## src/rtl/fetch_unit_pkg.sv

```systemverilog
// Fetch-stage state encodings and the instruction word shown before the first fetch.
package fetch_unit_pkg;
   typedef enum logic [1:0] {
      S_REQ   = 2'd0,
      S_HOLD  = 2'd1,
      S_FAULT = 2'd2
   } fetch_state_e;

   localparam logic [31:0] NOP_INSN = 32'h0000_0013;
endpackage

```

## src/rtl/pc_mux_pkg.sv

```systemverilog
// Shared next-PC select encodings, produced by the decoder and consumed by fetch.
package pc_mux_pkg;
   localparam int SEL_PC_WIDTH = 2;
   localparam logic [SEL_PC_WIDTH-1:0] SEL_PC_ADD4 = 2'd0;
   localparam logic [SEL_PC_WIDTH-1:0] SEL_PC_JAL  = 2'd1;
   localparam logic [SEL_PC_WIDTH-1:0] SEL_PC_JALR = 2'd2;
endpackage

```

## src/rtl/next_pc_mux.sv

```systemverilog
// Combinational next-PC selection: JALR > JAL > taken branch > sequential.
module next_pc_mux
   import pc_mux_pkg::*;
#(
   parameter int XLEN = 32
) (
   input  logic [XLEN-1:0]         pc_i,
   input  logic [SEL_PC_WIDTH-1:0] pc_sel_i,
   input  logic                    br_taken_i,
   input  logic [XLEN-1:0]         jal_target_i,
   input  logic [XLEN-1:0]         jalr_target_i,
   input  logic [XLEN-1:0]         br_target_i,
   output logic [XLEN-1:0]         next_pc_o,
   output logic                    misaligned_o
);
   localparam logic [XLEN-1:0] FOUR = {{(XLEN-3){1'b0}}, 3'd4};

   always_comb begin
      next_pc_o = pc_i + FOUR;
      case (pc_sel_i)
         SEL_PC_JALR: next_pc_o = {jalr_target_i[XLEN-1:1], 1'b0};
         SEL_PC_JAL:  next_pc_o = jal_target_i;
         // ADD4 and any unknown encoding: only here does the branch outcome matter
         default: if (br_taken_i) next_pc_o = br_target_i;
      endcase
   end

   assign misaligned_o = |next_pc_o[1:0];
endmodule

```

## src/rtl/fetch_unit.sv

```systemverilog
// Instruction fetch stage: owns the PC, requests imem, holds the word until retire.
module fetch_unit
   import pc_mux_pkg::*;
   import fetch_unit_pkg::*;
#(
   parameter logic [31:0] RESET_PC = 32'h0000_0000,
   parameter int          XLEN     = 32
) (
   input  logic                    clk,
   input  logic                    rst_n,
   output logic                    imem_req,
   output logic [XLEN-1:0]         imem_addr,
   input  logic                    imem_ack,
   input  logic [XLEN-1:0]         imem_rdata,
   output logic [XLEN-1:0]         code,
   output logic [XLEN-1:0]         pc,
   output logic                    code_valid,
   input  logic                    retire,
   input  logic [SEL_PC_WIDTH-1:0] pc_sel,
   input  logic [XLEN-1:0]         jal_target,
   input  logic [XLEN-1:0]         jalr_target,
   input  logic                    br_taken,
   input  logic [XLEN-1:0]         br_target,
   output logic                    fault
);
   fetch_state_e    state_q, state_d;
   logic [XLEN-1:0] pc_q, pc_d;
   logic [XLEN-1:0] code_q, code_d;
   logic            req_q;
   logic [XLEN-1:0] next_pc;
   logic            misaligned;

   next_pc_mux #(.XLEN(XLEN)) u_next_pc_mux (
      .pc_i          (pc_q),
      .pc_sel_i      (pc_sel),
      .br_taken_i    (br_taken),
      .jal_target_i  (jal_target),
      .jalr_target_i (jalr_target),
      .br_target_i   (br_target),
      .next_pc_o     (next_pc),
      .misaligned_o  (misaligned)
   );

   always_comb begin
      state_d = state_q;
      pc_d    = pc_q;
      code_d  = code_q;
      case (state_q)
         S_REQ: begin
            if (imem_ack) begin
               code_d  = imem_rdata;
               state_d = S_HOLD;
            end
         end
         S_HOLD: begin
            // A misaligned target is still loaded so the faulting address is visible
            if (retire) begin
               pc_d    = next_pc;
               state_d = misaligned ? S_FAULT : S_REQ;
            end
         end
         S_FAULT: state_d = S_FAULT;
         default: state_d = S_FAULT;
      endcase
   end

   // req is registered from the next state so it stays low throughout reset
   always_ff @(posedge clk or negedge rst_n) begin
      if (!rst_n) begin
         state_q <= S_REQ;
         pc_q    <= RESET_PC[XLEN-1:0];
         code_q  <= NOP_INSN[XLEN-1:0];
         req_q   <= 1'b0;
      end else begin
         state_q <= state_d;
         pc_q    <= pc_d;
         code_q  <= code_d;
         req_q   <= (state_d == S_REQ);
      end
   end

   assign imem_req   = req_q;
   assign imem_addr  = pc_q;
   assign code       = code_q;
   assign pc         = pc_q;
   assign code_valid = (state_q == S_HOLD);
   assign fault      = (state_q == S_FAULT);
endmodule

```

## config.mk

```make
export PLATFORM = sky130hd
export DESIGN_NAME = fetch_unit
export DESIGN_NICKNAME = d
export VERILOG_FILES = /design/src/rtl/fetch_unit_pkg.sv /design/src/rtl/pc_mux_pkg.sv /design/src/rtl/next_pc_mux.sv /design/src/rtl/fetch_unit.sv
export SDC_FILE = /design/constraint.sdc
export NUM_CORES = 1
export LEC_CHECK = 0
export BUFFER_PORTS_ARGS = -buffer_cell sky130_fd_sc_hd__buf_2
export CAP_MARGIN = 20
export CORE_ASPECT_RATIO = 0.7
export CORE_UTILIZATION = 40
export CTS_CLUSTER_SIZE = 40
export DETAILED_ROUTE_END_ITERATION = 10
export PLACE_DENSITY = 0.75
export SETUP_SLACK_MARGIN = 0.2
export SLEW_MARGIN = 40
export SYNTH_ARGS = -nofsm -noshare
export SYNTH_HDL_FRONTEND = slang
export SYNTH_SLANG_ARGS = --single-unit
```

## constraint.sdc

```tcl
create_clock -name clk -period 2 [get_ports clk]
set_input_delay 0 -clock clk [delete_from_list [all_inputs] [get_ports clk]]
set_output_delay 0 -clock clk [all_outputs]
set_load 0.03 [all_outputs]
```

# Word level (Yosys, flattened, before mapping)
# Index checks and enable logic that the tools add are counted.
dict set report totals {
  ff_bits 67
  in_bits 135
}
dict set report classes {
  add_sub_neg 1
  eq_ne 4
  n_mux 6
  n_reduce_logical 5
}
# op count
set op_table {}
lappend op_table {{$pmux 32 s2} 1}
lappend op_table {{$add 32x3->32 const B} 1}
lappend op_table {{$mux 32} 1}
lappend op_table {{$mux 2} 3}
lappend op_table {{$eq 2x1->1 const B} 2}
lappend op_table {{$eq 2x2->1 const B} 2}
lappend op_table {{$logic_not 2->1} 2}
lappend op_table {{$pmux 2 s2} 1}
lappend op_table {{$reduce_and 2->1} 2}
lappend op_table {{$reduce_or 2->1} 1}

# Depth between registers and ports, before layout
# Gate-level depths: netlist of the first run.
dict set report depth {
  depth_word 8
  mapped_depth 9
  mapped_depth_nobuf 7
}

# By module
# A second synthesis of the first run with hierarchy kept.
dict set report hier_totals {
  cells_unflattened 387
  area_unflattened_um2 4177.8
}
# mod instances cells_each area_each_um2 seq_area_each_um2
set modules_own_cells {}
lappend modules_own_cells {fetch_unit 1 181 2845.2 1680.4}
lappend modules_own_cells {next_pc_mux 1 206 1332.5 0.0}

# Worst setup path after synthesis of the first run
# No wires, ideal clock.
dict set report synth_timing {
  path_kind {reg-to-reg}
  startpoint {reg pc_q[2], in the netlist imem_addr[2]}
  endpoint {reg pc_q[20], in the netlist imem_addr[20]}
  setup_ns 0.094
  t_arrival_ns 2.001
  required_time_ns 1.906
  path_slack_ns -0.095
  stages_incl_launch_ff 8
  n_path_buf 1
  path_cell_list {dfrtp_1 ha_1 nand2_1 nor4_1 buf_2 nand2_1 o21a_1 a211oi_1}
}
dict set report synth_via {
  elab_chain_cells 3
}
# item line_no
set synth_rtl {}
lappend synth_rtl {{from (decl)} fetch_unit.sv:27} ;# logic [XLEN-1:0] pc_q, pc_d;
lappend synth_rtl {{from (signal assigned)} fetch_unit.sv:71} ;# pc_q <= RESET_PC[XLEN-1:0];
lappend synth_rtl {{from (signal assigned)} fetch_unit.sv:76} ;# pc_q <= pc_d;
lappend synth_rtl {{$add 32x3->32} next_pc_mux.sv:19} ;# next_pc_o = pc_i + FOUR;
lappend synth_rtl {{$mux 32} next_pc_mux.sv:24} ;# default: if (br_taken_i) next_pc_o = br_target_i;
lappend synth_rtl {{$pmux 32 s2} next_pc_mux.sv:20} ;# case (pc_sel_i)
# Every way passes these cells.
# A chain may end at the register's enable or synchronous reset.

# Worst setup path after layout of the first run
dict set report layout_timing {
  startpoint {reg pc_q[2], in the netlist imem_addr[2]}
  endpoint {reg pc_q[10], in the netlist imem_addr[10]}
}
# The elaborated chain is that of the path after synthesis.

==> results.json, run 1 <==
{
  "status": "complete, but fails checks",
  "violations": "design-rule violations",
  "peakVddDrop_uv": 697,
  "core-area_sq_um": 10300,
  "fin_crit_sh": 0.894,
  "hpwl_um": 10700,
  "criticalPathCategory": "reg2reg",
  "numCtsBuffers": 9,
  "cp_data_arrival_time_ps": 2010,
  "ys_ff_latch": 67,
  "cp_max_fo": 4,
  "synthToLayoutAreaGrowth_pct": 53.9,
  "drt_iter0_drc": 417,
  "clock-skew-final_ps": 5.86,
  "avgSynthCellArea_sq_um": 9.23,
  "vias": 4869,
  "clkLatencyLatePin_ps": 330,
  "synth_warnings": 0,
  "viasPerCell": 5.60,
  "cts_tree": "done",
  "setup_viol": 0,
  "final_common_cell": "buf_2",
  "die_area_sq_um": 11000,
  "yosysTopAreaCellShare": 0.377,
  "portBuffers": 232,
  "post-route-util": 0.634,
  "fp-row-count": 31,
  "ios": 234,
  "start_kind": "flip-flop",
  "clk_pin_slew_worst_paths_ps": 60,
  "synth-edff-count": 0,
  "drt_first_pass_iters": 8,
  "fin_tns_setup_ps": 0,
  "cp-end-kind": "flip-flop",
  "r2r_slack_ps": 210,
  "antenna_found_initial": 0,
  "grt.overflow.total": 0,
  "p_leak_nw": 3.06,
  "fp.dieH_um": 88.2,
  "routed_wl_um": 15700,
  "max-slew-margin-rel": 0.650,
  "diodes": 0,
  "finalHoldViolations": 0,
  "post-route-min-period_ps": 1790,
  "final_cell_mix": "buf_2, buf_4, dfrtp_1",
  "drv_slew": 0,
  "drc": 20,
  "synth_seq_area_share": 0.396,
  "ys_async_sr_fraction": 1.00,
  "synth_top_cell_by_area": "dfrtp_1",
  "synth_cell_types": 62,
  "start_util": 0.412,
  "fill_cells": 879,
  "root_buffer": "clkbuf_16",
  "wl_per_cell_um": 18.0,
  "finalPower_w": 0.00918,
  "syn_nets": 598,
  "area.sequential_sq_um": 1710,
  "rsz0062_at_grt": "yes",
  "worst_pin_slew_ps": 525,
  "yosys-top-cells-area": "dfrtp_1, mux2_2, buf_4",
  "synthCells": 460,
  "ys.flop_type": "dfrtp_1",
  "fp.dieW_um": 125,
  "place.gp.congestion": 0.887,
  "grt_usage": 0.268,
  "grt_pass1_vias": 4588,
  "grt_max_degree": 68,
  "maxCapViolCount": 0,
  "fmax_mhz": 560,
  "grt_first_pass_wirelength_um": 23200,
  "clockBufferDepth": 2,
  "netlist_area_sq_um": 4250,
  "hp-class": "in2reg",
  "cts_num_sinks": 67,
  "drive_gt1_frac": 0.531,
  "h-tree-depth": 3,
  "crit_required_ps": 2230,
  "fin_nets": 870,
  "ant_nets": 0,
  "powerDensity_nw_per_um2": 1400,
  "multi_input_area_sq_um": 2310
}
## state kept, by name (all words and copies together), names as in the netlist
name and flops:
imem_addr 32, state_q 2, code 32, imem_req 1
## logic make-up after synthesis
group           synth area share
mux                       0.0946
simple gates               0.148
flops                      0.396
compound gates             0.254
fa+ha+maj                0.00884
xor+xnor                 0.00619
buf+inv                   0.0934
## worst paths after layout
check                                               from                         to  cells past startpoint
min in group asynchronous                          rst_n   imem_addr[2]$_DFFE_PN0P_                      3
worst min-delay path                       br_target[26]  imem_addr[26]$_DFFE_PN0P_                      3
max in group asynchronous                          rst_n        code[4]$_DFFE_PN1P_                      3
worst min register to register       code[7]$_DFFE_PN0P_        code[7]$_DFFE_PN0P_                      1
worst max register to register  imem_addr[2]$_DFFE_PN0P_  imem_addr[10]$_DFFE_PN0P_                      5
worst max-delay path            imem_addr[2]$_DFFE_PN0P_  imem_addr[10]$_DFFE_PN0P_                      5
## where the power goes
part | internal (W) | total, W | switching (W)
logic | 0.00173 | 0.00483 | 0.00310
registers | 0.00204 | 0.00261 | 0.000569
clock network | 0.00110 | 0.00174 | 0.000644
## critical path, stage by stage (launching register included)
cell and delay, ps:
dfrtp_2 410, ha_4 170, nand2_1 110, or3_1 450, o311a_1 320, o32ai_1 220
## synth_stat cells (5+ instances only)
| cell | count |
|---|---|
| clkbuf_1 | 25 |
| nand2_1 | 31 |
| a311oi_1 | 5 |
| nor3_1 | 13 |
| mux2_2 | 33 |
| a22oi_1 | 18 |
| and2_1 | 5 |
| o211ai_1 | 5 |
| a31oi_1 | 7 |
| nor4_1 | 6 |
| nand3_1 | 15 |
| o21ai_0 | 35 |
| nor2_1 | 35 |
| a41oi_1 | 5 |
| inv_1 | 10 |
| a221oi_1 | 11 |
| a211oi_1 | 10 |
| a22o_1 | 5 |
| dfrtp_1 | 64 |
| a21oi_1 | 18 |
| buf_4 | 32 |
## per-stage QoR
step / setup WS (ps) / area (sq um) / hold WS, ps / std cells
finish: 213 / 6540 / 5.96 / 869
global route: 154 / 6540 / 26.5 / 869
CTS: 158 / 6340 / 5.68 / 854
detailed placement: 32.3 / 5520 / 54.8 / 788
global placement: 108 / 5520 / 51.4 / 788
floorplan: 216 / 4310 / -296 / 460
## cell type report
class | instances | share of cell area
inverter | 10 | 0.00574
tap | 132 | 0.0253
clock inverter | 7 | 0.0153
timing repair buffer | 324 | 0.304
sequential | 67 | 0.261
clock buffer | 9 | 0.0344
multi-input combinational | 320 | 0.354
## metal layers
metal  vias up  part of all wire  GRT usage
li1       2258                 -          -
met1      2318              0.42      0.352
met2       267              0.48      0.443
met3        26             0.081     0.0611
met4         0             0.016     0.0942
met5         -                 0          0
## repair_timing
action / 4_1_cts / 5_1_grt
endpoints found under the hold margin: 99 / 0
pin swaps: 4 / 12
hold buffers: 36 / 0
cloned: 0 / 0
resized for setup: 7 / 18
setup buffers: 14 / 15
setup endpoints to repair: 17 / 18
Note: power is estimated with default switching activity, not from simulation.
==> run 2, diff against run 1 <==
--- a/config.mk
+++ b/config.mk
@@ -6,4 +6,5 @@
 export NUM_CORES = 1
 export LEC_CHECK = 0
+export ABC_AREA = 1
 export BUFFER_PORTS_ARGS = -buffer_cell sky130_fd_sc_hd__buf_2
 export CAP_MARGIN = 20
@@ -12,5 +13,5 @@
 export CTS_CLUSTER_SIZE = 40
 export DETAILED_ROUTE_END_ITERATION = 10
-export PLACE_DENSITY = 0.75
+export PLACE_DENSITY = 0.74
 export SETUP_SLACK_MARGIN = 0.2
 export SLEW_MARGIN = 40
==> constraint.sdc (replaced) <==
create_clock -name clk -period 2 [get_ports clk]
set_input_delay 0.3 -clock clk [delete_from_list [all_inputs] [get_ports clk]]
set_output_delay 0.3 -clock clk [all_outputs]
set_load 0.03 [all_outputs]
==> results.json, run 2 <==
{
  "status": "complete, but fails checks",
  "violations": "negative hold slack",
  "drt_iter0_drc": 317,
  "crit_start": "imem_addr[4]$_DFFE_PN0P_",
  "hp-class": "in2async",
  "fmax_mhz": 600,
  "start_kind": "flip-flop",
  "ant_nets": 0,
  "antenna_found_initial": 0,
  "drv_slew": 0,
  "yosys-top-cells-area": "dfrtp_1, nand2_1, mux2_2",
  "synth-edff-count": 0,
  "ys.flop_type": "dfrtp_1",
  "postCtsSetupBuffers": 0,
  "grt_first_pass_wirelength_um": 21900,
  "post-route-min-period_ps": 1670,
  "finalPower_w": 0.00319,
  "ys_async_sr_fraction": 1.00,
  "clockBufferDepth": 2,
  "clk_pin_slew_worst_paths_ps": 60,
  "cp.buffers_inverters": 0,
  "avgSynthCellArea_sq_um": 7.61,
  "worst_pin_slew_ps": 427,
  "crit_top_cell": "nand2_1",
  "h-tree-depth": 3,
  "fin_crit_sh": 0.834,
  "routed_wl_um": 14200,
  "grt_max_degree": 68,
  "cts_hold_buf": 0,
  "final_cell_mix": "buf_2, nand2_1, nor2_1",
  "cts_num_sinks": 67,
  "postPlaceCellArea_sq_um": 5750,
  "crit_chain": "nand2_2 -> nor2_4 -> nand2_2 -> nor2_4 -> nand3_1 -> nand2_1 -> nand2_1 -> nand2_1 -> a21boi_1",
  "synth_warnings": 0,
  "grt_pass1_vias": 4281,
  "die_area_sq_um": 11900,
  "peakVddDrop_uv": 387,
  "vias": 4795,
  "synth_seq_area_share": 0.365,
  "core-area_sq_um": 11100,
  "cp_max_fo": 9,
  "root_buffer": "clkbuf_16",
  "hold_slack_ps": -13.3,
  "fin_area_sq_um": 6020,
  "synthToLayoutAreaGrowth_pct": 30.8,
  "max-slew-margin-rel": 0.715,
  "netlist_area_sq_um": 4600,
  "drc": 0,
  "fp-row-count": 32,
  "crit_required_ps": 2200,
  "criticalPathCategory": "reg2reg",
  "fin_tns_setup_ps": 0,
  "synthTopCellsByCount": "nand2_1, nor2_1, dfrtp_1, inv_1, nand3_1",
  "powerDensity_nw_per_um2": 529,
  "rsz0062_at_grt": "no",
  "place.gp.congestion": 0.944,
  "final_common_cell": "buf_2",
  "ios": 234,
  "wl_per_cell_um": 14.8,
  "clock-skew-final_ps": 6.66,
  "hpwl_um": 10700,
  "p_leak_nw": 3.42,
  "fp.dieH_um": 91.7,
  "synth_cell_types": 37,
  "cp-end-kind": "flip-flop",
  "yosysMostFrequentCell": "nand2_1",
  "slowest_delay_ps": 530,
  "diodes": 0,
  "crit_family": "simple AND/OR/NAND/NOR gates",
  "cp_slowest_cell": "dfrtp_1",
  "stdcell_count": 960,
  "drive_gt1_frac": 0.395,
  "synth_top_cell_by_area": "dfrtp_1",
  "setup_viol": 0,
  "viasPerCell": 4.99,
  "fp.dieW_um": 130,
  "start_util": 0.415,
  "maxCapViolCount": 0,
  "dpl.cell_count": 944,
  "cp_data_arrival_time_ps": 1870,
  "syn_nets": 743,
  "yosysTopAreaCellShare": 0.348,
  "portBuffers": 232,
  "grt_usage": 0.239,
  "fill_cells": 1100,
  "numCtsBuffers": 9,
  "drt_first_pass_iters": 6,
  "synthCells": 605,
  "cts_resized": 0,
  "r2r-start": "imem_addr[4]$_DFFE_PN0P_",
  "ys_ff_latch": 67,
  "cts_tree": "done",
  "finalHoldViolations": 10,
  "grt.overflow.total": 0,
  "fin_nets": 940,
  "clkLatencyLatePin_ps": 330
}
## run 2: cell types whose count changed after synthesis, sizes merged, moves of 9 or more
| cell | change |
|---|---|
| a221oi | -10 |
| a211oi | -10 |
| nor3 | -13 |
| nand2 | +105 |
| nand3 | +27 |
| a22oi | -9 |
| inv | +37 |
| o21ai | -10 |
| a21oi | +21 |
| a22o | +19 |
| nor2 | +59 |
| clkbuf | -10 |
## run 2: cell type report
type / count / area (sq um) / share of cell area
Tap cell: 153 / 191 / 0.0318
Multi-Input combinational cell: 431 / 2370 / 0.393
Inverter: 47 / 176 / 0.0293
Sequential cell: 67 / 1680 / 0.279
Timing Repair Buffer: 246 / 1340 / 0.223
Clock inverter: 5 / 30.0 / 0.00499
Clock buffer: 11 / 233 / 0.0387
## run 2: power breakdown
group          leakage (nW)  switching (W)  internal, W
logic                  2.50       0.000214     0.000192
registers             0.795              0      0.00136
clock network         0.125       0.000591     0.000833
## run 2: worst register-to-register path: stages, from the launching register on
cell and delay (ps):
dfrtp_1 530, nand2_2 110, nor2_4 150, nand2_2 130, nor2_4 250, nand3_1 120, nand2_1 90, nand2_1 50
nand2_1 70, a21boi_1 50
## run 2: cells by family (layout without fill, tap and decap cells)
kind of cell / Yosys count / count (layout) / synth area share
buf+inv: 107 / 309 / 0.122
flops: 67 / 67 / 0.365
mux: 32 / 32 / 0.0783
simple gates: 278 / 278 / 0.254
compound gates: 111 / 111 / 0.160
fa+ha+maj: 3 / 3 / 0.00816
xor+xnor: 7 / 7 / 0.0133
## run 2: per-layer routing
metal  vias up  track usage  part of all wire  routed length, um
met3         9       0.0426             0.057                802
met5         -            0                 0                  0
met2       183        0.363              0.44               6290
li1       2365            -                 -                  -
met4         0       0.0465            0.0061                 87
met1      2238        0.351              0.49               7010
## run 2: final timing paths
check	slack, ps	depth (start not counted)	end
setup / recovery	330	9	imem_addr[19]$_DFFE_PN0P_
hold / removal	-10	2	imem_addr[23]$_DFFE_PN0P_
setup reg to reg	330	9	imem_addr[19]$_DFFE_PN0P_
hold reg to reg	500	1	code[21]$_DFFE_PN0P_
max in group asynchronous	1670	2	code[0]$_DFFE_PN1P_
min in group clk	200	2	code[26]$_DFFE_PN0P_
## run 2: stage by stage
step                      hold slack [ps]  worst slack (ps)   util
final                               -13.3               333  0.543
after global routing                 20.2               220  0.543
after CTS                            6.80               308  0.542
after global placement                359               330  0.519
after floorplan                      4.41               263      -
after detailed placement              360               308  0.519
